$ cat config.mk
export PLATFORM = sky130hd
export DESIGN_NAME = uart_tx_arbiter
export DESIGN_NICKNAME = d
export VERILOG_FILES = /design/src/rtl/uart_tx_arbiter.sv
export SDC_FILE = /design/constraint.sdc
export NUM_CORES = 1
export LEC_CHECK = 0
export CAP_MARGIN = 20
export CORE_UTILIZATION = 32
export DETAILED_ROUTE_END_ITERATION = 8
export PLACE_DENSITY = 0.65
export SLEW_MARGIN = 20
export SYNTH_ARGS = -nofsm -noshare
export SYNTH_HDL_FRONTEND = slang
export SYNTH_SLANG_ARGS = --single-unit
$ cat constraint.sdc
create_clock -name wb_clk_i -period 2.2 [get_ports wb_clk_i]
set_input_delay 0.22 -clock wb_clk_i [delete_from_list [all_inputs] [get_ports wb_clk_i]]
set_output_delay 0.22 -clock wb_clk_i [all_outputs]
set_load 0.005 [all_outputs]
$ cat src/rtl/uart_tx_arbiter.sv
// uart_tx_arbiter: round-robin arbiter that lets several byte sources share
// one UART transmitter. A requester may hold the grant across bytes by
// asserting req_lock; an idle lock is revoked after LOCK_TIMEOUT cycles.
//
// Ports:
//   wb_clk_i      clock, rising edge
//   wb_rst_i      synchronous active-high reset
//   req_valid     per-requester byte pending
//   req_data      per-requester byte, requester i at [8i+7:8i]
//   req_lock      per-requester request to keep the grant after this byte
//   req_ready     per-requester byte accepted this cycle (combinational)
//   tx_valid      byte presented to the UART TX engine
//   tx_data       byte to the UART TX engine
//   tx_ready      UART TX engine accepts tx_data this cycle
//   grant_id      current / last owner index
//   grant_active  high while a requester owns the transmitter (SEND, LOCKED)
//   lock_timeout  one-cycle pulse when an idle lock is revoked
module uart_tx_arbiter #(
  parameter int unsigned REQUESTERS   = 4,
  parameter int unsigned LOCK_TIMEOUT = 1024
) (
  input  logic                          wb_clk_i,
  input  logic                          wb_rst_i,
  input  logic [REQUESTERS-1:0]         req_valid,
  input  logic [8*REQUESTERS-1:0]       req_data,
  input  logic [REQUESTERS-1:0]         req_lock,
  output logic [REQUESTERS-1:0]         req_ready,
  output logic                          tx_valid,
  output logic [7:0]                    tx_data,
  input  logic                          tx_ready,
  output logic [$clog2(REQUESTERS)-1:0] grant_id,
  output logic                          grant_active,
  output logic                          lock_timeout
);

  localparam int unsigned ID_W  = $clog2(REQUESTERS);
  localparam int unsigned IDX_W = ID_W + 1;
  localparam int unsigned CNT_W = $clog2(LOCK_TIMEOUT) + 1;

  typedef enum logic [1:0] {
    IDLE   = 2'd0,
    SEND   = 2'd1,
    LOCKED = 2'd2
  } state_t;

  state_t            state, state_next;
  logic [7:0]        tx_data_next;
  logic              tx_valid_next;
  logic              grant_active_next;
  logic              lock_timeout_next;
  logic              lock_bit, lock_bit_next;
  logic [ID_W-1:0]   grant_id_next;
  logic [ID_W-1:0]   rr_ptr, rr_ptr_next;
  logic [CNT_W-1:0]  idle_cnt, idle_cnt_next;

  logic              any_valid;
  logic [ID_W-1:0]   winner;
  logic [ID_W-1:0]   sel;
  logic              accept;

  // Round-robin search starting at rr_ptr, wrapping past REQUESTERS-1.
  always_comb begin
    logic [IDX_W-1:0] cand;
    any_valid = 1'b0;
    winner    = '0;
    cand      = '0;
    for (int unsigned i = 0; i < REQUESTERS; i++) begin
      cand = {1'b0, rr_ptr} + IDX_W'(i);
      if (cand >= IDX_W'(REQUESTERS)) begin
        cand = cand - IDX_W'(REQUESTERS);
      end
      if (!any_valid && req_valid[cand[ID_W-1:0]]) begin
        any_valid = 1'b1;
        winner    = cand[ID_W-1:0];
      end
    end
  end

  // Next-state, capture and handshake logic.
  always_comb begin
    state_next        = state;
    tx_data_next      = tx_data;
    lock_bit_next     = lock_bit;
    grant_id_next     = grant_id;
    rr_ptr_next       = rr_ptr;
    idle_cnt_next     = idle_cnt;
    lock_timeout_next = 1'b0;
    req_ready         = '0;
    accept            = 1'b0;
    sel               = winner;

    case (state)
      IDLE: begin
        if (any_valid) begin
          accept = 1'b1;
        end
      end
      SEND: begin
        if (tx_ready) begin
          rr_ptr_next   = (grant_id == ID_W'(REQUESTERS - 1)) ? '0
                                                              : grant_id + ID_W'(1);
          idle_cnt_next = '0;
          state_next    = lock_bit ? LOCKED : IDLE;
        end
      end
      LOCKED: begin
        sel = grant_id;
        if (req_valid[grant_id]) begin
          accept = 1'b1;
        end else if (!req_lock[grant_id]) begin
          // Owner gave the lock up voluntarily: no timeout pulse.
          state_next = IDLE;
        end else if (idle_cnt == CNT_W'(LOCK_TIMEOUT - 1)) begin
          state_next        = IDLE;
          idle_cnt_next     = '0;
          lock_timeout_next = 1'b1;
        end else begin
          idle_cnt_next = idle_cnt + CNT_W'(1);
        end
      end
      default: begin
        state_next = IDLE;
      end
    endcase

    if (accept) begin
      req_ready[sel] = 1'b1;
      tx_data_next   = req_data[{sel, 3'b000} +: 8];
      lock_bit_next  = req_lock[sel];
      grant_id_next  = sel;
      idle_cnt_next  = '0;
      state_next     = SEND;
    end

    // No acceptance is visible while reset is asserted.
    if (wb_rst_i) begin
      req_ready = '0;
    end

    tx_valid_next     = (state_next == SEND);
    grant_active_next = (state_next != IDLE);
  end

  // State and output registers.
  always_ff @(posedge wb_clk_i) begin
    if (wb_rst_i) begin
      state        <= IDLE;
      tx_valid     <= 1'b0;
      tx_data      <= '0;
      grant_id     <= '0;
      grant_active <= 1'b0;
      lock_timeout <= 1'b0;
      rr_ptr       <= '0;
      lock_bit     <= 1'b0;
      idle_cnt     <= '0;
    end else begin
      state        <= state_next;
      tx_valid     <= tx_valid_next;
      tx_data      <= tx_data_next;
      grant_id     <= grant_id_next;
      grant_active <= grant_active_next;
      lock_timeout <= lock_timeout_next;
      rr_ptr       <= rr_ptr_next;
      lock_bit     <= lock_bit_next;
      idle_cnt     <= idle_cnt_next;
    end
  end

endmodule

==> implementation parameters, run 1 <==
Parameter                              Value

Run status
  Result of the run    finished clean

Critical path
  Startpoint types    flip-flop
  Worst path bufs/invs    1
  Arrival @ worst endpoint    1.85 ns
  Cell Chain, Critical Path    or3b_4 -> o22a_4 -> a21oi_4 -> nand2_2 -> a21oi_1 -> dlygate4sd2_1
  Required time at the worst-slack endpoint    1.98 ns
  Crit. path cell count    6
  Largest stage delay on the critical path    0.38 ns
  R2r startpoint    state[1]
  Critical path's slowest cell    sky130_fd_sc_hd__or3b_4
  Maximum fanout count along the critical path    6
  Endpoint type of the worst setup path    primary output
  Internal reg-to-reg setup slack    0.24 ns
  Critical Setup Path Class    flip-flop to primary output
  Worst reg2reg path depth    8
  R2R Path End    tx_data[5]
  Crit-path leading delay family    compound AO/OA/AOI/OAI gates

Detailed routing
  DRC    0
  DR vias/cell    around 4.9
  Antenna-violating nets left    0
  Aggregate routed wire length    between 4000 and 5000 microns
  Via total after detailed routing    approximately 1700
  First-pass iteration count of the detailed router    4
  DRT iter0 DRCs    97
  Routed length per instance    between 10 and 15 microns

Floorplan
  Number of placed I/O pins    60
  Overall die width    approximately 75 microns
  Standard-cell row count    26
  Core area    5110 sq um
  Starting density of the core    0.331
  Vertical die dimension    about 75 microns
  Die Footprint    5580 sq um

Yosys
  Number of warnings issued by yosys    0
  Share of synthesized area occupied by flip-flops and latches    0.343
  Primary flip-flop cell chosen by synthesis mapping    sky130_fd_sc_hd__dfxtp_1
  Post-synthesis instance area    ~1700 sq um
  Synth async-reset ratio    0
  Number of instances in the synthesized netlist    185
  Syn nets    230
  Syn_area_per_cell    9.14 sq um
  Number of distinct standard cells referenced by the synthesized netlist    48
  Number of flops mapped to enable cells by yosys    0
  Number of synthesized register bits    29

Place
  Hpwl dp    3340 microns
  Buffers on Ports    between 50 and 60
  Final Wtd Congestion    between 0.7 and 0.8

Clocking
  Source-to-sink clock delay at the later pin of the worst-skew pair    0.28 ns
  Number of buffers on the longest clock path    2
  Max H-tree Level    2
  Clock tree from TritonCTS    built
  Clock transition at path regs    0.05 ns
  Clock Sink Count    29
  Clock root buffer master    sky130_fd_sc_hd__clkbuf_8
  Inserted Clock Buffers    5

Hold path
  Min-Delay Path Class    flip-flop to flip-flop
  Number of instances on the worst hold path    2
  Startpoint of the most critical hold path    idle_cnt[10]
  Worst Hold Endpoint    idle_cnt[10]

Finish
  Leading cell types in the layout, fill and taps excluded    52 x sky130_fd_sc_hd__clkdlybuf4s50_1, 27 x sky130_fd_sc_hd__dfxtp_1, 26 x sky130_fd_sc_hd__mux2i_1
  Antenna fix cells    0
  Commonest non-fill, non-tap cell in the layout    sky130_fd_sc_hd__clkdlybuf4s50_1
  Nets@finish    313
  Area growth from synthesis to layout    55.2%
  Core Util, Final    0.514
  Share of cells above drive strength 1    0.187

Timing
  Post-Route Hold Slack    between 0.4 and 0.5 ns
  Number of setup violations in the final report    0
  Final clock period utilization by the worst path    0.939
  Max-slew violation total from the final report    0
  Unrepaired setup endpoints after global routing    false
  Largest clock skew in the final design    0.00368 ns
  Peak Freq    between 400 and 500 MHz
  Slew @ Worst Pin    0.383 ns
  Final-report hold violation count    0
  Time the final worst path needs with I/O delays and setup    2.07 ns
  Worst rel slew slack    0.743

Global routing
  Grt total ovfl    0
  Global-route wire length before repair    7550 microns
  Overall track demand over capacity in global routing    0.178
  Number of antenna violations at the first check in global routing    0
  Via count of the first global-routing pass    1636
  Pin count of the biggest net entering global routing    19

Power
  Share of power burned in registers    0.419
  Pwr/cell area    538 nW/um^2
  Switching power of the nets    a little under 400 uW
  Clk pwr share    0.280
  Static leakage    0.00100 uW
  Post-layout total power    1410 uW
  Cell-internal power    between 1000 and 1500 uW
  Combinational cell fraction of total power    0.301
  Switch share    0.272
  Worst supply voltage drop on vdd    between 0.2 and 0.25 mV

Flow run
  Max-cap violations    0
## kinds of logic (layout without fill, tap and decap cells)
| group | Yosys count | in the layout | synth area share |
|---|---|---|---|
| buffers and inverters | 7 | 89 | 0.0207 |
| XOR/XNOR | 7 | 7 | 0.0362 |
| flip-flops | 29 | 29 | 0.343 |
| AND/OR/NAND/NOR | 69 | 69 | 0.226 |
| adder cells (fa/ha/maj) | 2 | 2 | 0.0148 |
| AO/OA/AOI/OAI | 45 | 45 | 0.206 |
| multiplexers | 26 | 26 | 0.154 |
## power by group through the flow
stage / combinational [uW] / clock [uW] / sequential, uW
global route: 465 / 433 / 598
detailed placement: 426 / 0 / 603
floorplan: 187 / 0 / 602
finish: 425 / 396 / 593
global placement: 424 / 0 / 601
CTS: 428 / 411 / 593
## cells in the mapped netlist (3+ instances only)
master,instances,area [sq um]
sky130_fd_sc_hd__dfxtp_1,29,581
sky130_fd_sc_hd__mux2i_1,26,260
sky130_fd_sc_hd__xor2_1,5,43.8
sky130_fd_sc_hd__o21ai_0,9,45.0
sky130_fd_sc_hd__nand3_1,3,15.0
sky130_fd_sc_hd__nand2_1,17,63.8
sky130_fd_sc_hd__buf_2,4,20.0
sky130_fd_sc_hd__or2_1,3,18.8
sky130_fd_sc_hd__nor2b_1,3,18.8
sky130_fd_sc_hd__and3_1,3,18.8
sky130_fd_sc_hd__a2bb2oi_1,9,78.8
sky130_fd_sc_hd__nor3_1,4,20.0
sky130_fd_sc_hd__nor2_1,17,63.8
sky130_fd_sc_hd__nand4_1,3,18.8
sky130_fd_sc_hd__a21oi_1,6,30.0
sky130_fd_sc_hd__nand2b_1,4,25.0
sky130_fd_sc_hd__o21ai_1,5,25.0
## area by class of cell
| cell class | instances | area (sq um) |
|---|---|---|
| clock buffer | 5 | 68.8 |
| clock inverter | 1 | 5.00 |
| fill | 518 | 2480 |
| inverter | 1 | 3.75 |
| multi-input combinational | 149 | 1110 |
| sequential | 29 | 588 |
| tap | 70 | 87.6 |
| timing repair buffer | 82 | 763 |
## tightest hold or removal path: cells and delay by family (launching register included)
| kind | cells | cell delay, ns |
|---|---|---|
| DFF | 1 | 0.31 |
| AOI/OAI and AO/OA | 1 | 0.03 |
| and+or+nand+nor | 1 | 0.05 |
## metal layers
layer	global-route usage	share of wire	vias up
li1	-	-	845
met1	0.223	0.45	755
met2	0.293	0.47	56
met3	0.0469	0.064	3
met4	0.0692	0.0086	0
met5	0	0	-
## worst max-delay path by stage
stage	startpoint	endpoint
floorplan	grant_id[1]	idle_cnt[9]
global placement	req_valid[0]	req_ready[1]
detailed placement	req_valid[0]	req_ready[1]
CTS	grant_id[0]	req_ready[0]
global route	req_valid[3]	req_ready[1]
finish	state[0]	req_ready[1]
## sequential cells by signal (all words and copies together) (netlist names), 2 cells and up
signal    count
grant_id      2
idle_cnt     11
rr_ptr        2
state         2
tx_data       8
## what timing repair did
item                       4_1_cts  5_1_grt
resized for setup               13        7
hold buffers                     0        0
setup buffers                    1        0
setup endpoints to repair        4        3
pin swaps                        2        1
## stage by stage
step	std cells	TNS (ns)	setup WS [ns]	instance area, sq um
2_1_floorplan	185	0	0.375	1690
3_3_place_gp	330	-1.56	-0.219	2530
3_5_place_dp	330	-1.76	-0.266	2530
4_1_cts	337	0	0.00747	2620
5_1_grt	337	0	0.0300	2630
6_report	337	0	0.133	2630
Note: power is estimated with default switching activity, not from simulation.
==> run 2, diff against run 1 <==
--- a/config.mk
+++ b/config.mk
@@ -6,9 +6,10 @@
 export NUM_CORES = 1
 export LEC_CHECK = 0
 export CAP_MARGIN = 20
-export CORE_UTILIZATION = 32
+export CORE_UTILIZATION = 35
 export DETAILED_ROUTE_END_ITERATION = 8
-export PLACE_DENSITY = 0.65
+export PLACE_DENSITY = 0.7
+export RECOVER_POWER = 25
 export SLEW_MARGIN = 20
 export SYNTH_ARGS = -nofsm -noshare
 export SYNTH_HDL_FRONTEND = slang
==> run 2 against run 1 <==
Compared with the run above: utilization grew 6.7 points; cell count decreased by 4.7%; setup slack lost 0.046 ns; die area down 8.3%; sequential share of layout area decreased by 0.13 points; first-iteration DRC count fell by 8.2%; non-clock buffer count grew 1; register-to-register slack got worse by 0.02 ns; sequential power fell by 0.7%.
==> implementation parameters, run 2 (synthesis results as in run 1) <==
Parameter                              Value

Run status
  Result of the run    finished clean

Power
  Post-layout total power    1440 uW (+2.2%)
  Static leakage    0.00103 uW (+2.9%)
  Pwr/cell area    552 nW/um^2 (+2.4%)
  Worst supply voltage drop on vdd    0.239 mV (+5.9%)

Place
  Count of placed standard cells including taps    314 (-4.8%)
  Buffers on Ports    59 (unchanged)
  Post-Place Cell Area    2520 sq um (-0.30%)
  Final Wtd Congestion    0.835 (+6.4%)
  Hpwl dp    3320 microns (-0.61%)

Floorplan
  Vertical die dimension    71.5 microns (-4.3%)
  Core area    4500 sq um (-12%)
  Overall die width    71.5 microns (-4.3%)
  Die Footprint    5120 sq um (-8.3%)
  Number of placed I/O pins    60 (unchanged)
  Starting density of the core    0.376 (+0.0443)
  Standard-cell row count    24 (-7.7%)

Clocking
  # hold bufs at CTS    0 (unchanged)
  Inserted Clock Buffers    5 (unchanged)
  Clock transition at path regs    0.06 ns (about the same)
  Source-to-sink clock delay at the later pin of the worst-skew pair    0.27 ns (about the same)
  Max H-tree Level    2 (unchanged)
  Clock root buffer master    sky130_fd_sc_hd__clkbuf_8
  Number of buffers on the longest clock path    2 (unchanged)
  Clock Sink Count    29 (unchanged)
  Count of buffers added by post-CTS timing repair for setup    0 (-1)
  Clock tree from TritonCTS    built

Hold path
  Startpoint of the most critical hold path    idle_cnt[10]
  Number of instances on the worst hold path    2 (unchanged)
  Min-Delay Path Class    flip-flop to flip-flop
  Worst Hold Endpoint    idle_cnt[10]

Finish
  Design Area, Final    2620 sq um (-0.29%)
  Filler cell count    417 (-19%)
  Nets@finish    314 (+0.32%)
  Fin cells    321 (-4.7%)
  Area taken by flip-flops and latches    583 sq um (-0.85%)
  Most flops, register    idle_cnt
  Antenna fix cells    0 (unchanged)
  Multi-input gate area in the final layout    1100 sq um (-0.79%)
  Max FFs per register    11 (unchanged)
  Area growth from synthesis to layout    54.7%
  Largest registers ranked by flip-flop count    idle_cnt x11, tx_data x8
  Commonest non-fill, non-tap cell in the layout    sky130_fd_sc_hd__clkdlybuf4s50_1
  Share of cells above drive strength 1    0.171 (-0.0163)
  Leading cell types in the layout, fill and taps excluded    44 x sky130_fd_sc_hd__clkdlybuf4s50_1, 27 x sky130_fd_sc_hd__dfxtp_1, 26 x sky130_fd_sc_hd__mux2i_1

Global routing
  Pin count of the biggest net entering global routing    18 (-1)
  Global-route wire length before repair    7420 microns (-1.6%)
  Overall track demand over capacity in global routing    0.186 (+0.00709)
  Grt total ovfl    0 (unchanged)
  Number of antenna violations at the first check in global routing    0 (unchanged)
  Via count of the first global-routing pass    1684 (+2.9%)

Critical path
  Maximum fanout count along the critical path    3 (-3)
  Endpoint type of the worst setup path    primary output
  Critical Setup Path Class    flip-flop to primary output
  Largest stage delay on the critical path    0.40 ns (+0.02 ns)
  R2r startpoint    state[0]
  Critical path's slowest cell    sky130_fd_sc_hd__or3b_4
  Cell Chain, Critical Path    or3b_4 -> o22a_4 -> nand2_1 -> nand2b_1 -> or2_1 -> a21oi_1 -> clkdlybuf4s15_1
  Arrival @ worst endpoint    1.89 ns (+0.04 ns)
  Required time at the worst-slack endpoint    1.98 ns (about the same)
  Internal reg-to-reg setup slack    0.22 ns (-0.02 ns)
  Startpoint types    flip-flop
  Worst reg2reg path depth    8 (unchanged)
  R2R Path End    tx_data[5]

Timing
  Number of setup violations in the final report    0 (unchanged)
  Worst rel slew slack    0.737 (-0.00625)
  Max-slew violation total from the final report    0 (unchanged)
  Slew @ Worst Pin    0.395 ns (+0.0119 ns)
  Time the final worst path needs with I/O delays and setup    2.11 ns (+0.0461 ns)
  Largest clock skew in the final design    0.00225 ns (-0.00143 ns)
  Final clock period utilization by the worst path    0.960 (+0.0209)
  Peak Freq    473 MHz (-2.2%)
  Unrepaired setup endpoints after global routing    false
  Final-report hold violation count    0 (unchanged)

Detailed routing
  Aggregate routed wire length    4250 microns (-1.6%)
  DR vias/cell    5.15 (+4.5%)
  Via total after detailed routing    1652 (-0.42%)
  DRT iter0 DRCs    89 (-8.2%)
  First-pass iteration count of the detailed router    4 (unchanged)
  Antenna-violating nets left    0 (unchanged)
  Routed length per instance    13.2 microns (+3.3%)
  DRC    0 (unchanged)

Flow run
  Max-cap violations    0 (unchanged)
-- run 2: cell count changes in the layout (fill, tap and decap cells not counted), moves of 2 or more --
cell                              before  now
sky130_fd_sc_hd__clkbuf_2              2    0
sky130_fd_sc_hd__clkdlybuf4s15_1       0    3
sky130_fd_sc_hd__dfxtp_2               0    2
sky130_fd_sc_hd__dlygate4sd2_1         5    2
sky130_fd_sc_hd__dfxtp_4               2    0
sky130_fd_sc_hd__clkdlybuf4s50_1      52   44
sky130_fd_sc_hd__clkbuf_1              0    2
sky130_fd_sc_hd__dlygate4sd3_1         0    9
-- run 2: critical path, delay by kind of cell (launching register included) --
kind | cells | cell delay (ns)
buffers and inverters | 1 | 0.22
flip-flops | 1 | 0.32
AND/OR/NAND/NOR | 4 | 0.76
AO/OA/AOI/OAI | 2 | 0.31
-- run 2: cell type report --
cell class                      instances  share of cell area
Tap cell                               52              0.0249
Timing Repair Buffer                   83               0.298
Sequential cell                        29               0.223
Inverter                                1             0.00143
Multi-Input combinational cell        149               0.420
Clock buffer                            7              0.0330
-- run 2: worst max-delay path by stage --
stage	from	endpoint	slack, ns	depth (start not counted)
floorplan	grant_id[1]	idle_cnt[9]	0.38	7
global placement	req_valid[1]	req_ready[3]	-0.23	6
detailed placement	req_valid[0]	req_ready[1]	-0.24	8
CTS	grant_id[0]	req_ready[3]	-0.19	7
global route	grant_id[0]	req_ready[0]	0.0004	7
finish	grant_id[0]	req_ready[0]	0.09	7
-- run 2: metrics by stage --
stage	TNS [ns]	hold slack (ns)	util	setup WS, ns
floorplan	0	0.322	-	0.375
global placement	-1.49	0.417	0.560	-0.233
detailed placement	-1.69	0.418	0.560	-0.236
CTS	-0.186	0.427	0.579	-0.186
global route	0	0.476	0.581	0.000403
finish	0	0.431	0.581	0.0872
-- run 2: what timing repair did --
action                                 in CTS  in global routing
pin swaps                                   1                  2
resized for setup                           6                  8
endpoints found under the hold margin       0                  0
setup endpoints to repair                   4                  6
-- run 2: metal layers --
metal	part of all wire	routed length (microns)	track usage	vias to the layer above
met2	0.46	1970	0.315	52
met1	0.46	1960	0.228	741
met5	0	0	0	-
met3	0.061	261	0.0520	8
li1	-	-	-	851
met4	0.013	57	0.0588	0
-- run 2: power breakdown --
group	internal, uW	switching, uW
Clock	247	188
Sequential	566	23.0
Combinational	250	169
